`config.mk`:
```
export PLATFORM = sky130hd
export DESIGN_NAME = switch_conditioner_flat
export DESIGN_NICKNAME = d
export VERILOG_FILES = /design/src/rtl/switch_conditioner_if.sv /design/src/rtl/switch_conditioner.sv /design/src/flat_wrapper.sv
export SDC_FILE = /design/constraint.sdc
export NUM_CORES = 1
export LEC_CHECK = 0
export BUFFER_PORTS_ARGS = -buffer_cell sky130_fd_sc_hd__buf_2
export CAP_MARGIN = 15
export CORE_MARGIN = 2
export CORE_UTILIZATION = 62
export CTS_BUF_LIST = sky130_fd_sc_hd__clkbuf_4 sky130_fd_sc_hd__clkbuf_8
export DETAILED_ROUTE_END_ITERATION = 12
export PLACE_DENSITY = 0.87
export SLEW_MARGIN = 5
export SYNTH_ARGS = -nofsm -noshare
export SYNTH_HDL_FRONTEND = slang
export SYNTH_SLANG_ARGS = --single-unit
```
`constraint.sdc`:
```
create_clock -name sys_clk -period 4.14 [get_ports sys_clk]
set_clock_uncertainty 0.1 [all_clocks]
set_input_delay 1.242 -clock sys_clk [delete_from_list [all_inputs] [get_ports sys_clk]]
set_output_delay 1.242 -clock sys_clk [all_outputs]
set_load 0.01 [all_outputs]
```
`src/rtl/switch_conditioner_if.sv`:
```
// switch_conditioner_if: groups the raw switch input and the conditioned outputs of
// switch_conditioner into one bundle.
//   sw_raw      asynchronous switch levels from the pins
//   sw_db       debounced, synchronized level
//   sw_rise     one-cycle pulse when sw_db goes 0->1
//   sw_fall     one-cycle pulse when sw_db goes 1->0
//   sw_settling high while a channel is timing a pending change
// The slave modport is the conditioner's view. The master modport is the consumer or driver view.
interface switch_conditioner_if #(
    parameter int unsigned NUM_SW = 4
);
    logic [NUM_SW-1:0] sw_raw;
    logic [NUM_SW-1:0] sw_db;
    logic [NUM_SW-1:0] sw_rise;
    logic [NUM_SW-1:0] sw_fall;
    logic [NUM_SW-1:0] sw_settling;

    modport master (
        output sw_raw,
        input  sw_db,
        input  sw_rise,
        input  sw_fall,
        input  sw_settling
    );

    modport slave (
        input  sw_raw,
        output sw_db,
        output sw_rise,
        output sw_fall,
        output sw_settling
    );
endinterface

```
`src/rtl/switch_conditioner.sv`:
```
// switch_conditioner: conditions raw DIP switch levels for use in the sys_clk domain.
// Each channel has a SYNC_STAGES-deep synchronizer, followed by a counter-based debouncer.
// The debouncer accepts a new level only after it has been seen on DEBOUNCE_CYCLES
// consecutive edges. Each accepted change produces a registered one-cycle rise or fall strobe.
//   sys_clk  in   system clock
//   reset    in   synchronous active-high reset
//   sw       slave modport of switch_conditioner_if, which carries the following signals:
//            sw_raw       asynchronous switch levels
//            sw_db        debounced level
//            sw_rise      rise strobe
//            sw_fall      fall strobe
//            sw_settling  pending-change flag
module switch_conditioner #(
    parameter int unsigned NUM_SW          = 4,
    parameter int unsigned SYNC_STAGES     = 2,
    parameter int unsigned DEBOUNCE_CYCLES = 2_000_000
) (
    input  logic                 sys_clk,
    input  logic                 reset,
    switch_conditioner_if.slave  sw
);

    localparam int unsigned CNT_W = $clog2(DEBOUNCE_CYCLES + 1);
    localparam logic [CNT_W-1:0] CNT_LAST = CNT_W'(DEBOUNCE_CYCLES - 1);

    typedef enum logic [0:0] {StStable, StSettling} state_e;

    logic [NUM_SW-1:0] sync_q [SYNC_STAGES];
    logic [NUM_SW-1:0] syn;

    state_e            state_q [NUM_SW];
    state_e            state_d [NUM_SW];
    logic [CNT_W-1:0]  cnt_q   [NUM_SW];
    logic [CNT_W-1:0]  cnt_d   [NUM_SW];
    logic [NUM_SW-1:0] db_q, db_d;
    logic [NUM_SW-1:0] rise_q, rise_d;
    logic [NUM_SW-1:0] fall_q, fall_d;
    logic [NUM_SW-1:0] settling;

    // Synchronizer chain. Only stage 0 ever samples sw_raw.
    always_ff @(posedge sys_clk) begin
        if (reset) begin
            for (int s = 0; s < SYNC_STAGES; s++) begin
                sync_q[s] <= '0;
            end
        end else begin
            sync_q[0] <= sw.sw_raw;
            for (int s = 1; s < SYNC_STAGES; s++) begin
                sync_q[s] <= sync_q[s-1];
            end
        end
    end

    assign syn = sync_q[SYNC_STAGES-1];

    // Per-channel debounce FSMs. The channels are fully independent of each other.
    always_comb begin
        state_d = state_q;
        cnt_d   = cnt_q;
        db_d    = db_q;
        rise_d  = '0;
        fall_d  = '0;
        for (int i = 0; i < NUM_SW; i++) begin
            case (state_q[i])
                StStable: begin
                    cnt_d[i] = '0;
                    if (syn[i] != db_q[i]) begin
                        if (DEBOUNCE_CYCLES == 1) begin
                            // With a single required cycle, the first mismatch is already stable enough.
                            db_d[i]   = syn[i];
                            rise_d[i] = syn[i];
                            fall_d[i] = ~syn[i];
                        end else begin
                            state_d[i] = StSettling;
                            cnt_d[i]   = CNT_W'(1);
                        end
                    end
                end
                StSettling: begin
                    if (syn[i] == db_q[i]) begin
                        // The level returned to its old value before timing out, so drop the change silently.
                        state_d[i] = StStable;
                        cnt_d[i]   = '0;
                    end else if (cnt_q[i] == CNT_LAST) begin
                        db_d[i]    = syn[i];
                        rise_d[i]  = syn[i];
                        fall_d[i]  = ~syn[i];
                        state_d[i] = StStable;
                        cnt_d[i]   = '0;
                    end else begin
                        cnt_d[i] = cnt_q[i] + CNT_W'(1);
                    end
                end
                default: begin
                    state_d[i] = StStable;
                    cnt_d[i]   = '0;
                end
            endcase
        end
    end

    always_ff @(posedge sys_clk) begin
        if (reset) begin
            for (int i = 0; i < NUM_SW; i++) begin
                state_q[i] <= StStable;
                cnt_q[i]   <= '0;
            end
            db_q   <= '0;
            rise_q <= '0;
            fall_q <= '0;
        end else begin
            for (int i = 0; i < NUM_SW; i++) begin
                state_q[i] <= state_d[i];
                cnt_q[i]   <= cnt_d[i];
            end
            db_q   <= db_d;
            rise_q <= rise_d;
            fall_q <= fall_d;
        end
    end

    always_comb begin
        settling = '0;
        for (int i = 0; i < NUM_SW; i++) begin
            settling[i] = (state_q[i] == StSettling);
        end
    end

    assign sw.sw_db       = db_q;
    assign sw.sw_rise     = rise_q;
    assign sw.sw_fall     = fall_q;
    assign sw.sw_settling = settling;

endmodule

```
`src/flat_wrapper.sv`:
```
// flat-port wrapper written by rule: the top's interface ports become plain ports
module switch_conditioner_flat 
#(
    parameter int unsigned NUM_SW          = 4,
    parameter int unsigned SYNC_STAGES     = 2,
    parameter int unsigned DEBOUNCE_CYCLES = 2_000_000
)
  (sys_clk, reset, sw_sw_raw, sw_sw_db, sw_sw_rise, sw_sw_fall, sw_sw_settling);
  switch_conditioner_if #(.NUM_SW(NUM_SW)) sw_i ();
  input  logic sys_clk;
  input  logic reset;
  input wire logic [$bits(sw_i.sw_raw)-1:0] sw_sw_raw;
  output wire logic [$bits(sw_i.sw_db)-1:0] sw_sw_db;
  output wire logic [$bits(sw_i.sw_rise)-1:0] sw_sw_rise;
  output wire logic [$bits(sw_i.sw_fall)-1:0] sw_sw_fall;
  output wire logic [$bits(sw_i.sw_settling)-1:0] sw_sw_settling;
  assign sw_i.sw_raw = sw_sw_raw;
  assign sw_sw_db = sw_i.sw_db;
  assign sw_sw_rise = sw_i.sw_rise;
  assign sw_sw_fall = sw_i.sw_fall;
  assign sw_sw_settling = sw_i.sw_settling;
  switch_conditioner #(.NUM_SW(NUM_SW), .SYNC_STAGES(SYNC_STAGES), .DEBOUNCE_CYCLES(DEBOUNCE_CYCLES)) u_core (.sys_clk(sys_clk), .reset(reset), .sw(sw_i));
endmodule
```
==> run_results.csv, run 1 <==
group,metric,value,unit
sta,hold_viol,0,
clock_tree,clock_path_buffers,2,
sta,setup_violations,0,
logic_synthesis,synth_area,4750,um^2
setup_path,rrSetupSlack,1.49,ns
sta,timing.final.ws_setup,1.49,ns
power_and_ir_drop,p_leak,1.52,nW
logic_synthesis,synth_cells,531,
logic_synthesis,synth_compound_area_share,9.69,%
floorplanning,rows,31,
drt,first_pass_iters,4,
sta,fin_setup_tns,0,ns
logic_synthesis,async_flop_share,0,%
logic_synthesis,synth_top_area_share,45.5,%
grt,grt_max_degree,27,
logic_synthesis,yosys.area.top_type,"dfxtp_1",
min_path,hold_class,"flop to flop",
setup_path,r2r-end,"u_core.cnt_q[3]$_SDFF_PP0_",
floorplanning,io_pins,22,
setup_path,crit_fanout,12,
run_status,status,"finished clean",
final_layout,drive_gt1_share,8.71,%
power_and_ir_drop,powerDensity,330,nW/um^2
setup_path,end_kind,"flop",
clock_tree,cts_tree,"yes",
clock_tree,insertion_delay,0.36,ns
grt,track_usage,24.0,%
final_layout,num-fill-cells,574,
min_path,whs_path_depth,1,
sta,hold_slack,0.342,ns
setup_path,worstPathArrival,2.80,ns
clock_tree,h-tree-depth,3,
flow_run,cap_viol_max_count,0,
logic_synthesis,synthSimpleGateAreaFrac,31.4,%
min_path,hold_end,"u_core.sync_q[0][6]$_SDFF_PP0_",
drt,vias_per_cell,6.06,
grt,antenna_found_initial,0,
drt,drc_errors,0,
logic_synthesis,synth_cell_type_count,45,
place,placed_area,4910,um^2
clock_tree,post_cts_resized,0,
drt,dr_total_vias,3939,
sta,slew_headroom,49.3,%
logic_synthesis,synth_area_leaders,"dfxtp_1, xor2_1, nor2_1, xnor2_1, nand3_1",
floorplanning,start_util,64.8,%
grt,grt_pass1_wl,16600,um
grt,grt_pass1_vias,3732,
logic_synthesis,ys.warnings.count,0,
place,io_buffers,21,
logic_synthesis,synth_seq_area_share,45.5,%
place,dp.cells,635,
drt,first_iter_violations,152,
logic_synthesis,muxShareOfSynthArea,0,%
sta,slew_violations,0,
place,gp_congestion,0.795,
setup_path,r2r_cells,6,
sta,fin_crit_sh,63.9,%
floorplanning,die_x,91.5,um
floorplanning,die_area,8380,um^2
place,dp_hpwl,6510,um
final_layout,antennaDiodeCount,0,
min_path,min_from,"u_core.sync_q[0][2]$_SDFF_PP0_",
clock_tree,clock_sinks,108,
logic_synthesis,synthFlopType,"dfxtp_1",
setup_path,critPathKind,"flop to flop",
final_layout,nets,557,
final_layout,fin_area,5100,um^2
clock_tree,cts_buffers,9,
place,preCtsSetupSlack,1.46,ns
floorplanning,die_h,91.5,um
logic_synthesis,syn-num-nets,541,
logic_synthesis,synth_fa_ha_area_share,1.05,%
logic_synthesis,synth_common_cells,"dfxtp_1, nor2_1, nand3_1",
clock_tree,cts.hold.buffers_added,0,
drt,ant_nets,0,
sta,worstMarginPinSlew,0.760,ns
logic_synthesis,yosysMostFrequentCell,"dfxtp_1",
logic_synthesis,avgSynthCellArea,8.95,um^2
setup_path,cp.required,4.30,ns
drt,wire_per_inst,14.5,um
clock_tree,post-cts-setup-buffers,0,
final_layout,area_delta_synth_final,7.32,%
final_layout,ff_latch_area,2160,um^2
final_layout,final_cell_count_no_fill,650,
setup_path,timing.rr.start,"u_core.cnt_q[0]$_SDFF_PP0_",
sta,rsz0062_at_grt,"no",
clock_tree,cts.clk_slew.worst_paths,0.09,ns
setup_path,critPathLaunchType,"flop",
logic_synthesis,synthXorXnorAreaFrac,9.40,%
sta,max_freq,378,MHz
clock_tree,cts_root_buffer,"clkbuf_8",
logic_synthesis,synth_edf_count,0,
sta,fin_crit,2.65,ns
logic_synthesis,ys_ff_latch,108,
power_and_ir_drop,ir_drop,248,uV
floorplanning,core_area,7330,um^2
grt,grt-ovfl-total,0,
final_layout,multi_input_area,2450,um^2
drt,routed_wl,9400,um
logic_synthesis,synth_top_family_by_area,"simple AND/OR/NAND/NOR gates",
worst max-delay path by stage:
| stage | slack, ns | to | depth (start not counted) | start |
|---|---|---|---|---|
| after floorplan | 1.92 | u_core.cnt_q[46]$_SDFF_PP0_ | 5 | reset |
| after CTS | 1.52 | u_core.cnt_q[3]$_SDFF_PP0_ | 6 | u_core.cnt_q[0]$_SDFF_PP0_ |
| after detailed placement | 1.46 | u_core.cnt_q[30]$_SDFF_PP0_ | 4 | reset |
| after global placement | 1.52 | u_core.cnt_q[24]$_SDFF_PP0_ | 4 | reset |
| after global routing | 1.29 | u_core.cnt_q[3]$_SDFF_PP0_ | 6 | u_core.cnt_q[0]$_SDFF_PP0_ |
| final | 1.49 | u_core.cnt_q[3]$_SDFF_PP0_ | 6 | u_core.cnt_q[0]$_SDFF_PP0_ |
flip-flops by register name (all words and copies together) (netlist names):
name / cells
u_core.sync_q: 8
u_core.cnt_q: 84
u_core.sw.sw_fall: 4
u_core.sw.sw_db: 4
u_core.sw.sw_rise: 4
u_core.sw.sw_settling: 4
stage by stage:
step | power, mW | util, %
floorplan | 1.08 | -
global placement | 1.09 | 67.0
finish | 1.68 | 69.6
CTS | 1.70 | 69.6
global route | 1.74 | 69.6
detailed placement | 1.09 | 67.0
routing by layer:
layer / track usage (%) / part of all wire, % / routed length, um / vias up
li1: - / - / - / 1953
met1: 31.1 / 45 / 4260 / 1877
met2: 39.6 / 49 / 4620 / 97
met3: 5.81 / 4.3 / 407 / 12
met4: 6.94 / 1.2 / 109 / 0
met5: 0 / 0 / 0 / -
area by class of cell:
type	instances	area share (%)
Clock buffer	10	2.58
Sequential cell	108	42.4
Timing Repair Buffer	22	2.21
Multi-Input combinational cell	388	48.0
Inverter	18	1.33
Tap cell	99	2.43
Clock inverter	5	1.06
power breakdown:
part | internal (mW) | leakage [nW] | switching (mW)
combinational | 0.00793 | 0.548 | 0.00999
clock | 0.281 | 0.0993 | 0.332
sequential | 1.04 | 0.872 | 0.00487
total | 1.33 | 1.52 | 0.347
cell usage in the layout (no fill, tap or decap), types with 3 or more instances in the layout:
master,n
buf_2,21
nor4b_1,7
ha_1,4
nor4bb_1,5
and2_1,6
nand4_1,23
or3_1,15
and3_1,7
clkbuf_8,9
or4_4,3
nand2b_1,6
and4_1,8
nor3_1,9
nor2b_1,9
a21oi_1,33
nor2_1,59
o21ai_0,14
nand4bb_1,3
inv_1,18
nand3_1,36
nand2_1,22
clkinv_2,3
dfxtp_1,108
or2_2,3
xor2_1,28
o31ai_1,16
nor4_1,11
or4_1,18
xnor2_1,23
cells by family (layout without fill, tap and decap cells):
family	count (synthesis)	in the layout
AO/OA/AOI/OAI	76	76
adder cells (fa/ha/maj)	4	4
buffers and inverters	35	55
AND/OR/NAND/NOR	257	257
XOR/XNOR	51	51
flip-flops	108	108
worst max-delay path: stages, from the launching register on:
cell and delay [ns]:
dfxtp_1 0.47, ha_1 0.34, inv_1 0.12, or4_4 0.57
o21bai_1 0.57, buf_4 0.30, nor2_1 0.07
No activity file was read; power rests on OpenSTA's default activity.
==> inputs of run 2 (changes only) <==
clock period = 2.5 ns   (was 4.14 ns; I/O delays follow)
==> run 2 against run 1 <==
Design area up 1.4%. Combinational power rose by 84%. Critical path depth is 1 lower. Largest cell class unchanged. First-iteration DRC count is 25% lower. Register-to-register slack lost 1.1 ns. Global-route usage is 0.44 points higher. Sequential cell count did not move. Clock power up 82%. Setup slack worse by 1.1 ns. Hold slack gained 0.0030 ns. Die area unchanged. Cell count is 1.1% higher.
==> run_results.csv, run 2 (synthesized netlist as in run 1, its figures left out) <==
group,metric,value,unit
setup_path,critPathKind,"flop to flop",
place,dp_hpwl,6630,um
drt,ant_nets,0,
final_layout,drive_gt1_share,9.86,%
final_layout,final_cell_count_no_fill,657,
setup_path,crit_path_cell_trace,"ha_1, nand4_1, or4_1, or2_2, and3_1",
final_layout,antennaDiodeCount,0,
min_path,hold_class,"flop to flop",
setup_path,cp.required,2.68,ns
place,io_buffers,21,
floorplanning,core_area,7330,um^2
sta,slew_headroom,56.9,%
grt,grt_pass1_vias,3732,
place,gp_congestion,0.867,
setup_path,end_kind,"flop",
clock_tree,cts_root_buffer,"clkbuf_8",
final_layout,largest_reg_flops,84,
grt,grt_max_degree,21,
drt,drc_errors,0,
clock_tree,h-tree-depth,3,
floorplanning,die_area,8380,um^2
floorplanning,start_util,64.8,%
sta,hold_viol,0,
clock_tree,post-cts-setup-buffers,0,
floorplanning,io_pins,22,
setup_path,critPathLaunchType,"flop",
final_layout,utilization,70.6,%
setup_path,crit_fanout,5,
grt,track_usage,24.4,%
drt,dr_total_vias,3958,
final_layout,final_cell_mix,"dfxtp_1, nor2_1, nand3_1, a21oi_1, xor2_1",
clock_tree,cts.hold.buffers_added,0,
clock_tree,cts_buffers,9,
sta,worstMarginPinSlew,0.647,ns
run_status,status,"finished clean",
final_layout,top_register,"u_core.cnt_q",
clock_tree,cts.clk_slew.worst_paths,0.10,ns
clock_tree,post_cts_resized,0,
drt,wire_per_inst,14.8,um
drt,routed_wl,9730,um
sta,max_freq,465,MHz
drt,vias_per_cell,6.02,
power_and_ir_drop,p_leak,1.55,nW
setup_path,worstPathArrival,2.32,ns
floorplanning,rows,31,
clock_tree,insertion_delay,0.38,ns
power_and_ir_drop,ir_drop,426,uV
final_layout,largestRegisters,"u_core.cnt_q: 84 flops, u_core.sync_q: 8 flops",
power_and_ir_drop,p_total,2.89,mW
flow_run,cap_viol_max_count,0,
setup_path,crit_buf_inv,0,
drt,first_iter_violations,114,
sta,fin_setup_tns,0,ns
final_layout,area_delta_synth_final,8.88,%
sta,fin_crit_sh,86.0,%
setup_path,critical_path.max_stage_delay,0.62,ns
clock_tree,clock_sinks,108,
grt,grt-ovfl-total,0,
grt,grt_pass1_wl,16700,um
setup_path,critical_path.top_delay_family,"simple AND/OR/NAND/NOR gates",
floorplanning,die_x,91.5,um
setup_path,cpMaxStageDelayCell,"or4_1",
drt,first_pass_iters,5,
final_layout,nets,563,
sta,rsz0062_at_grt,"no",
grt,antenna_found_initial,0,
sta,setup_violations,0,
final_layout,final_common_cell,"dfxtp_1",
power_and_ir_drop,powerDensity,559,nW/um^2
floorplanning,die_h,91.5,um
clock_tree,clock_path_buffers,2,
sta,slew_violations,0,
sta,fin_crit,2.15,ns
place,dp.cells,641,
clock_tree,cts_tree,"yes",
run 2: final cells by class:
cell class / instances / area [um^2]
multi-input cells: 388 / 2450
flip-flops and latches: 108 / 2160
fillers: 555 / 2160
clock buffers: 12 / 159
repair buffers: 28 / 158
well taps: 99 / 124
inverters: 18 / 67.6
clock inverters: 4 / 55.1
run 2: per-layer routing:
metal | GRT usage (%) | up-vias | routed length (um)
met5 | 0 | - | 0
met4 | 8.59 | 0 | 177
met3 | 6.64 | 20 | 408
met2 | 39.4 | 81 | 4630
met1 | 31.4 | 1879 | 4510
li1 | - | 1978 | -
run 2: final timing paths:
path	endpoint	from	depth (start not counted)	slack, ns
hold reg to reg	u_core.sync_q[0][4]$_SDFF_PP0_	u_core.sync_q[0][0]$_SDFF_PP0_	1	0.34
setup / recovery	u_core.cnt_q[64]$_SDFF_PP0_	u_core.cnt_q[63]$_SDFF_PP0_	5	0.35
setup reg to reg	u_core.cnt_q[64]$_SDFF_PP0_	u_core.cnt_q[63]$_SDFF_PP0_	5	0.35
hold / removal	u_core.sync_q[0][4]$_SDFF_PP0_	u_core.sync_q[0][0]$_SDFF_PP0_	1	0.34
run 2: through the flow:
step	setup WS (ns)	area, um^2	hold slack [ns]
4_1_cts	0.351	5170	0.346
2_1_floorplan	0.491	4750	0.314
6_report	0.351	5170	0.345
5_1_grt	0.246	5170	0.365
3_5_place_dp	0.368	4960	0.325
3_3_place_gp	0.460	4960	0.319
run 2: power breakdown:
part,switching [mW],internal [mW],total [mW]
logic,0.0180,0.0149,0.0329
registers,0.00755,1.73,1.74
clock network,0.587,0.535,1.12
